==> config.mk <==
export PLATFORM = sky130hd
export DESIGN_NAME = morse_char_decoder
export DESIGN_NICKNAME = d
export VERILOG_FILES = /design/src/rtl/morse_decoder_pkg.sv /design/src/rtl/morse_lut.sv /design/src/rtl/morse_char_decoder.sv
export SDC_FILE = /design/constraint.sdc
export NUM_CORES = 1
export LEC_CHECK = 0
export CORE_UTILIZATION = 45
export CTS_BUF_LIST = sky130_fd_sc_hd__clkbuf_16
export DETAILED_ROUTE_END_ITERATION = 12
export MAX_ROUTING_LAYER = met4
export PLACE_DENSITY_LB_ADDON = 0.15
export SLEW_MARGIN = 20
export SYNTH_ARGS = -nofsm -noshare
export SYNTH_HDL_FRONTEND = slang
export SYNTH_SLANG_ARGS = --single-unit
==> constraint.sdc <==
create_clock -name clk -period 2.7 [get_ports clk]
set_input_delay 0.405 -clock clk [delete_from_list [all_inputs] [get_ports clk]]
set_output_delay 0.405 -clock clk [all_outputs]
set_load 0.01 [all_outputs]
==> src/rtl/morse_decoder_pkg.sv <==
// Shared widths, constants and the {size, data} code record used by the
// Morse character decoder and its lookup table.
package morse_decoder_pkg;

  localparam int MORSE_CHAR_WIDTH_MAX_C = 5;
  localparam int MORSE_SIZE_WIDTH_MAX_C = 3;

  // 5-symbol pattern .-.-. is not a digit, so it is free to mean word space
  localparam logic [MORSE_CHAR_WIDTH_MAX_C-1:0] MORSE_SPACE_C = 5'b01010;
  localparam logic [7:0] MORSE_ERR_ASCII_C = 8'h3F;

  typedef struct packed {
    logic [MORSE_SIZE_WIDTH_MAX_C-1:0] size;
    logic [MORSE_CHAR_WIDTH_MAX_C-1:0] data;
  } morse_code_t;

endpackage

==> src/rtl/morse_lut.sv <==
// Combinational Morse-to-ASCII lookup. Symbol i sits in data bit i (1 = dash),
// and data bits at or above size are ignored before the table match.
module morse_lut
  import morse_decoder_pkg::*;
(
  input  morse_code_t code,
  output logic        hit,
  output logic [7:0]  ascii
);

  logic [MORSE_CHAR_WIDTH_MAX_C-1:0] data_masked;

  generate
    for (genvar gi = 0; gi < MORSE_CHAR_WIDTH_MAX_C; gi++) begin : g_mask
      assign data_masked[gi] = code.data[gi] && (int'(code.size) > gi);
    end
  endgenerate

  always_comb begin
    hit   = 1'b1;
    ascii = 8'h00;
    case ({code.size, data_masked})
      {3'd1, 5'd0}:  ascii = 8'h45; // E
      {3'd1, 5'd1}:  ascii = 8'h54; // T
      {3'd2, 5'd0}:  ascii = 8'h49; // I
      {3'd2, 5'd1}:  ascii = 8'h4E; // N
      {3'd2, 5'd2}:  ascii = 8'h41; // A
      {3'd2, 5'd3}:  ascii = 8'h4D; // M
      {3'd3, 5'd0}:  ascii = 8'h53; // S
      {3'd3, 5'd1}:  ascii = 8'h44; // D
      {3'd3, 5'd2}:  ascii = 8'h52; // R
      {3'd3, 5'd3}:  ascii = 8'h47; // G
      {3'd3, 5'd4}:  ascii = 8'h55; // U
      {3'd3, 5'd5}:  ascii = 8'h4B; // K
      {3'd3, 5'd6}:  ascii = 8'h57; // W
      {3'd3, 5'd7}:  ascii = 8'h4F; // O
      {3'd4, 5'd0}:  ascii = 8'h48; // H
      {3'd4, 5'd1}:  ascii = 8'h42; // B
      {3'd4, 5'd2}:  ascii = 8'h4C; // L
      {3'd4, 5'd3}:  ascii = 8'h5A; // Z
      {3'd4, 5'd4}:  ascii = 8'h46; // F
      {3'd4, 5'd5}:  ascii = 8'h43; // C
      {3'd4, 5'd6}:  ascii = 8'h50; // P
      {3'd4, 5'd8}:  ascii = 8'h56; // V
      {3'd4, 5'd9}:  ascii = 8'h58; // X
      {3'd4, 5'd11}: ascii = 8'h51; // Q
      {3'd4, 5'd13}: ascii = 8'h59; // Y
      {3'd4, 5'd14}: ascii = 8'h4A; // J
      {3'd5, 5'd31}: ascii = 8'h30;
      {3'd5, 5'd30}: ascii = 8'h31;
      {3'd5, 5'd28}: ascii = 8'h32;
      {3'd5, 5'd24}: ascii = 8'h33;
      {3'd5, 5'd16}: ascii = 8'h34;
      {3'd5, 5'd0}:  ascii = 8'h35;
      {3'd5, 5'd1}:  ascii = 8'h36;
      {3'd5, 5'd3}:  ascii = 8'h37;
      {3'd5, 5'd7}:  ascii = 8'h38;
      {3'd5, 5'd15}: ascii = 8'h39;
      {3'd5, MORSE_SPACE_C}: ascii = 8'h20;
      default: hit = 1'b0;
    endcase
  end

endmodule

==> src/rtl/morse_char_decoder.sv <==
// Morse character decoder: registered lookup stage feeding an ASCII FIFO with
// a valid/ready output. Define MORSE_DECODER_ERR_CHAR_EN to enqueue '?' for unknown codes.
module morse_char_decoder
  import morse_decoder_pkg::*;
#(
  parameter int FIFO_DEPTH = 8,
  parameter int DROP_CNT_W = 8
) (
  input  logic                              clk,
  input  logic                              resetn,
  input  logic                              s_tvalid_i,
  input  logic [MORSE_CHAR_WIDTH_MAX_C-1:0] s_tdata_i,
  input  logic [MORSE_SIZE_WIDTH_MAX_C-1:0] s_tsize_i,
  output logic                              m_tvalid_o,
  output logic [7:0]                        m_tdata_o,
  input  logic                              m_tready_i,
  output logic                              unknown_o,
  output logic [DROP_CNT_W-1:0]             drop_cnt_o
);

  localparam int AW = $clog2(FIFO_DEPTH);

  morse_code_t code;
  logic        lut_hit;
  logic [7:0]  lut_ascii;

  assign code = {s_tsize_i, s_tdata_i};

  morse_lut u_lut (
    .code  (code),
    .hit   (lut_hit),
    .ascii (lut_ascii)
  );

  logic       dec_valid_reg;
  logic [7:0] dec_ascii_reg;
  logic       unknown_reg;

  always_ff @(posedge clk) begin
    if (!resetn) begin
      dec_valid_reg <= 1'b0;
      dec_ascii_reg <= 8'h00;
      unknown_reg   <= 1'b0;
    end else begin
`ifdef MORSE_DECODER_ERR_CHAR_EN
      dec_valid_reg <= s_tvalid_i;
      dec_ascii_reg <= lut_hit ? lut_ascii : MORSE_ERR_ASCII_C;
`else
      dec_valid_reg <= s_tvalid_i && lut_hit;
      dec_ascii_reg <= lut_ascii;
`endif
      unknown_reg   <= s_tvalid_i && !lut_hit;
    end
  end

  logic [7:0]  mem [FIFO_DEPTH];
  logic [AW:0] wr_ptr_reg;
  logic [AW:0] rd_ptr_reg;
  logic [DROP_CNT_W-1:0] drop_cnt_reg;
  logic full;
  logic empty;
  logic wr_en;
  logic rd_en;

  assign full  = (wr_ptr_reg[AW] != rd_ptr_reg[AW]) &&
                 (wr_ptr_reg[AW-1:0] == rd_ptr_reg[AW-1:0]);
  assign empty = (wr_ptr_reg == rd_ptr_reg);
  // A full queue refuses the write even if the sink pops this same cycle
  assign wr_en = dec_valid_reg && !full;
  assign rd_en = !empty && m_tready_i;

  always_ff @(posedge clk) begin
    if (wr_en) mem[wr_ptr_reg[AW-1:0]] <= dec_ascii_reg;
  end

  always_ff @(posedge clk) begin
    if (!resetn) begin
      wr_ptr_reg   <= '0;
      rd_ptr_reg   <= '0;
      drop_cnt_reg <= '0;
    end else begin
      if (wr_en) wr_ptr_reg <= wr_ptr_reg + 1'b1;
      if (rd_en) rd_ptr_reg <= rd_ptr_reg + 1'b1;
      if (dec_valid_reg && full && (drop_cnt_reg != '1))
        drop_cnt_reg <= drop_cnt_reg + DROP_CNT_W'(1);
    end
  end

  assign m_tvalid_o = !empty;
  assign m_tdata_o  = empty ? 8'h00 : mem[rd_ptr_reg[AW-1:0]];
  assign unknown_o  = unknown_reg;
  assign drop_cnt_o = drop_cnt_reg;

endmodule

==> impl_metrics.toml <==
[status]
status = "finished, final reports clean"

[logic_synthesis]
ys_types = 66
postSynthAreaPerCell_um2 = 12.2
synth-edff-count = 56
synth_common_cells = "56 x edfxtp_1, 33 x nor2_1, 28 x dfxtp_1, 24 x nand2_1"
yosys.area.top_type = "edfxtp_1"
syn-num-nets = 352
syn_area_um2 = 4100
synthDominantCellAreaShare_pct = 41.0
netlist_instances = 337
ys_ff_latch = 84
ys_seq_area_share_pct = 54.7
yosysMostFrequentCell = "edfxtp_1"
ys.flop_type = "edfxtp_1"
yosys-top-cells-area = "edfxtp_1 41%, dfxtp_1 14%, mux4_2 7.7%"
ys_warn_count = 0
ys_async_sr_fraction_pct = 0

[floorplan]
io-pin-count = 30
die_width_um = 97.4
start_util_pct = 46.8
rows = 34
die_h_um = 97.4
coreArea_um2 = 8760
design.die.area_um2 = 9490

[critical_path]
arrival_ns = 2.11
r2r-start = "wr_ptr_reg[0]$_SDFFE_PN0P_"
reg2reg_setup_slack_ns = 0.72
rr_worst_depth = 5
critPathMaxFanout = 9
crit_path_start_kind = "register"
worstSetupPathType = "register to output port"
cp.required_ns = 2.30
endpoint_kind = "output port"
reg2reg_to = "mem[6][4]$_DFFE_PP_"

[sta]
setup_violations = 0
min_period_ns = 2.51
finalMaxSlewViolations = 0
fin_worst_skew_ns = 0.00958
worstMarginPinSlew_ns = 0.694
tns_ns = 0
fin_crit_sh_pct = 93.1
max_freq_mhz = 398
final_hold_viol_count = 0
maxSlewHeadroom_pct = 53.7
rsz0062_at_grt = "false"

[detailed_routing]
avgRoutedWirePerCell_um = 17.7
initialDrtViolationCount = 140
num_vias = 2786
route.detailed.drc = 0
firstDrtPassIters = 5
drt-total-wl_um = 8670
ant_nets = 0
via_per_inst = 5.69

[cts]
post_cts_buffers = 0
cts_hold_buf = 0
cts.sinks = 84
cts_resized = 0
htreeDepth = 3
cts_root_buffer = "clkbuf_16"
clock_latency_ns = 0.33
clk_path_buf_depth = 2
cts_tree = "yes"
path_clk_slew_ns = 0.07
numCtsBuffers = 9

[cells_and_area]
n_fill_cell = 732
multi_input_area_um2 = 1730
num_antenna_cells = 0
largest_reg_flops = 56
seqCellArea_um2 = 2240
syn_to_final_growth_pct = 20.5
nets = 392
drive_above_1_share_pct = 17.5

[power]
ir_drop_mv = 0.344
power.density_nw_per_um2 = 640
p_leak_nw = 1.65
p_total_mw = 3.16

[grt]
met2_usage_pct = 30.2
grt.busiest_layer = "met2"
grt_max_degree = 23
grt_pass1_wl_um = 14100
grt_overflow = 0
grt_pass1_vias = 2748
track_usage_pct = 19.9
antenna_found_initial = 0
grt_use_met1_pct = 26.5
use_met3_pct = 3.24

[worst_hold_path]
min_path_cells = 2
hp-class = "register to register"
min_to = "drop_cnt_o[4]$_SDFFE_PN0P_"
min-delay-start = "drop_cnt_o[4]$_SDFFE_PN0P_"

[place]
dpl.hpwl_um = 5960
io_buffers = 28
gp_congestion = 0.923

[flow_run]
drv_cap = 0
## cells in the final DEF, fill, tap and decap left out, types with 2 or more instances in the layout
cell and count:
edfxtp_1 56, nor2_1 33, dfxtp_1 28, clkdlybuf4s50_1 28, nand2_1 24, buf_4 18, mux4_2 14, nand2b_1 14
mux2i_1 13, xnor2_1 9, nor3_1 9, nand3_1 9, clkbuf_16 9, a21oi_1 8, o21ai_0 8, inv_1 7
and3_1 7, a31oi_1 6, nand4_1 5, xor2_1 5, nor2b_1 4, a32oi_1 3, a21o_1 3, a41oi_1 3
ha_1 3, buf_12 3, xnor2_2 2, a41oi_2 2, nor3b_1 2, o32a_1 2, nor4b_2 2, nand3b_1 2
nor4_1 2, clkinv_4 2, bufinv_16 2
## where the power goes
part / switching, mW / internal (mW)
Clock: 0.494 / 0.814
Sequential: 0.0279 / 1.40
Combinational: 0.210 / 0.217
## metrics by stage
stage                     hold WS (ns)  utilization, %  area, um2  setup slack, ns  instances
after global routing             0.579            56.4       4940           0.0475        490
after floorplan                  0.507               -       4100            0.720        337
after global placement           0.512            52.4       4590            0.204        473
final                            0.532            56.4       4940            0.187        490
after CTS                        0.541            56.1       4920           0.0566        489
after detailed placement         0.528            52.4       4590            0.274        473
## cell type report
cell class / count / share of cell area (%)
Clock buffer: 9 / 4.56
Clock inverter: 7 / 2.00
Inverter: 8 / 0.608
Multi-Input combinational cell: 225 / 35.1
Sequential cell: 84 / 45.4
Tap cell: 108 / 2.74
Timing Repair Buffer: 49 / 9.63
## kinds of logic after synthesis
kind of cell	Yosys count	synth area share [%]
buffers and inverters	28	3.05
xor gates and xnor gates	17	4.18
other	1	0.0915
DFF	84	54.7
adders and majority gates	3	0.916
AOI/OAI and AO/OA	51	9.31
and+or+nand+nor	125	16.6
muxes	28	11.1
## worst max-delay path, cell delays in order (launching register included)
cell             delay [ns]
dfxtp_1                0.52
xnor2_2                0.18
nand3_2                0.24
nor2_4                 0.17
buf_12                 0.14
nor2_1                 0.05
clkdlybuf4s50_1        0.47
## worst max path at each step
stage                             endpoint  slack (ns)                  startpoint  cells past startpoint
5_1_grt                       m_tdata_o[3]        0.05  wr_ptr_reg[0]$_SDFFE_PN0P_                      6
4_1_cts                       m_tdata_o[3]        0.06  wr_ptr_reg[0]$_SDFFE_PN0P_                      5
3_5_place_dp   dec_ascii_reg[0]$_SDFF_PN0_        0.27                s_tsize_i[2]                      6
6_report                      m_tdata_o[3]        0.19  wr_ptr_reg[0]$_SDFFE_PN0P_                      6
2_1_floorplan          mem[0][0]$_DFFE_PP_        0.72  wr_ptr_reg[0]$_SDFFE_PN0P_                      5
3_3_place_gp   dec_ascii_reg[0]$_SDFF_PN0_        0.20                s_tsize_i[2]                      6
## metal layers
layer	up-vias	part of all wire (%)
met5	-	0
met3	18	5.1
met4	0	2.4
li1	1347	-
met2	99	48
met1	1322	44
Power figures use the tool's default switching activity.
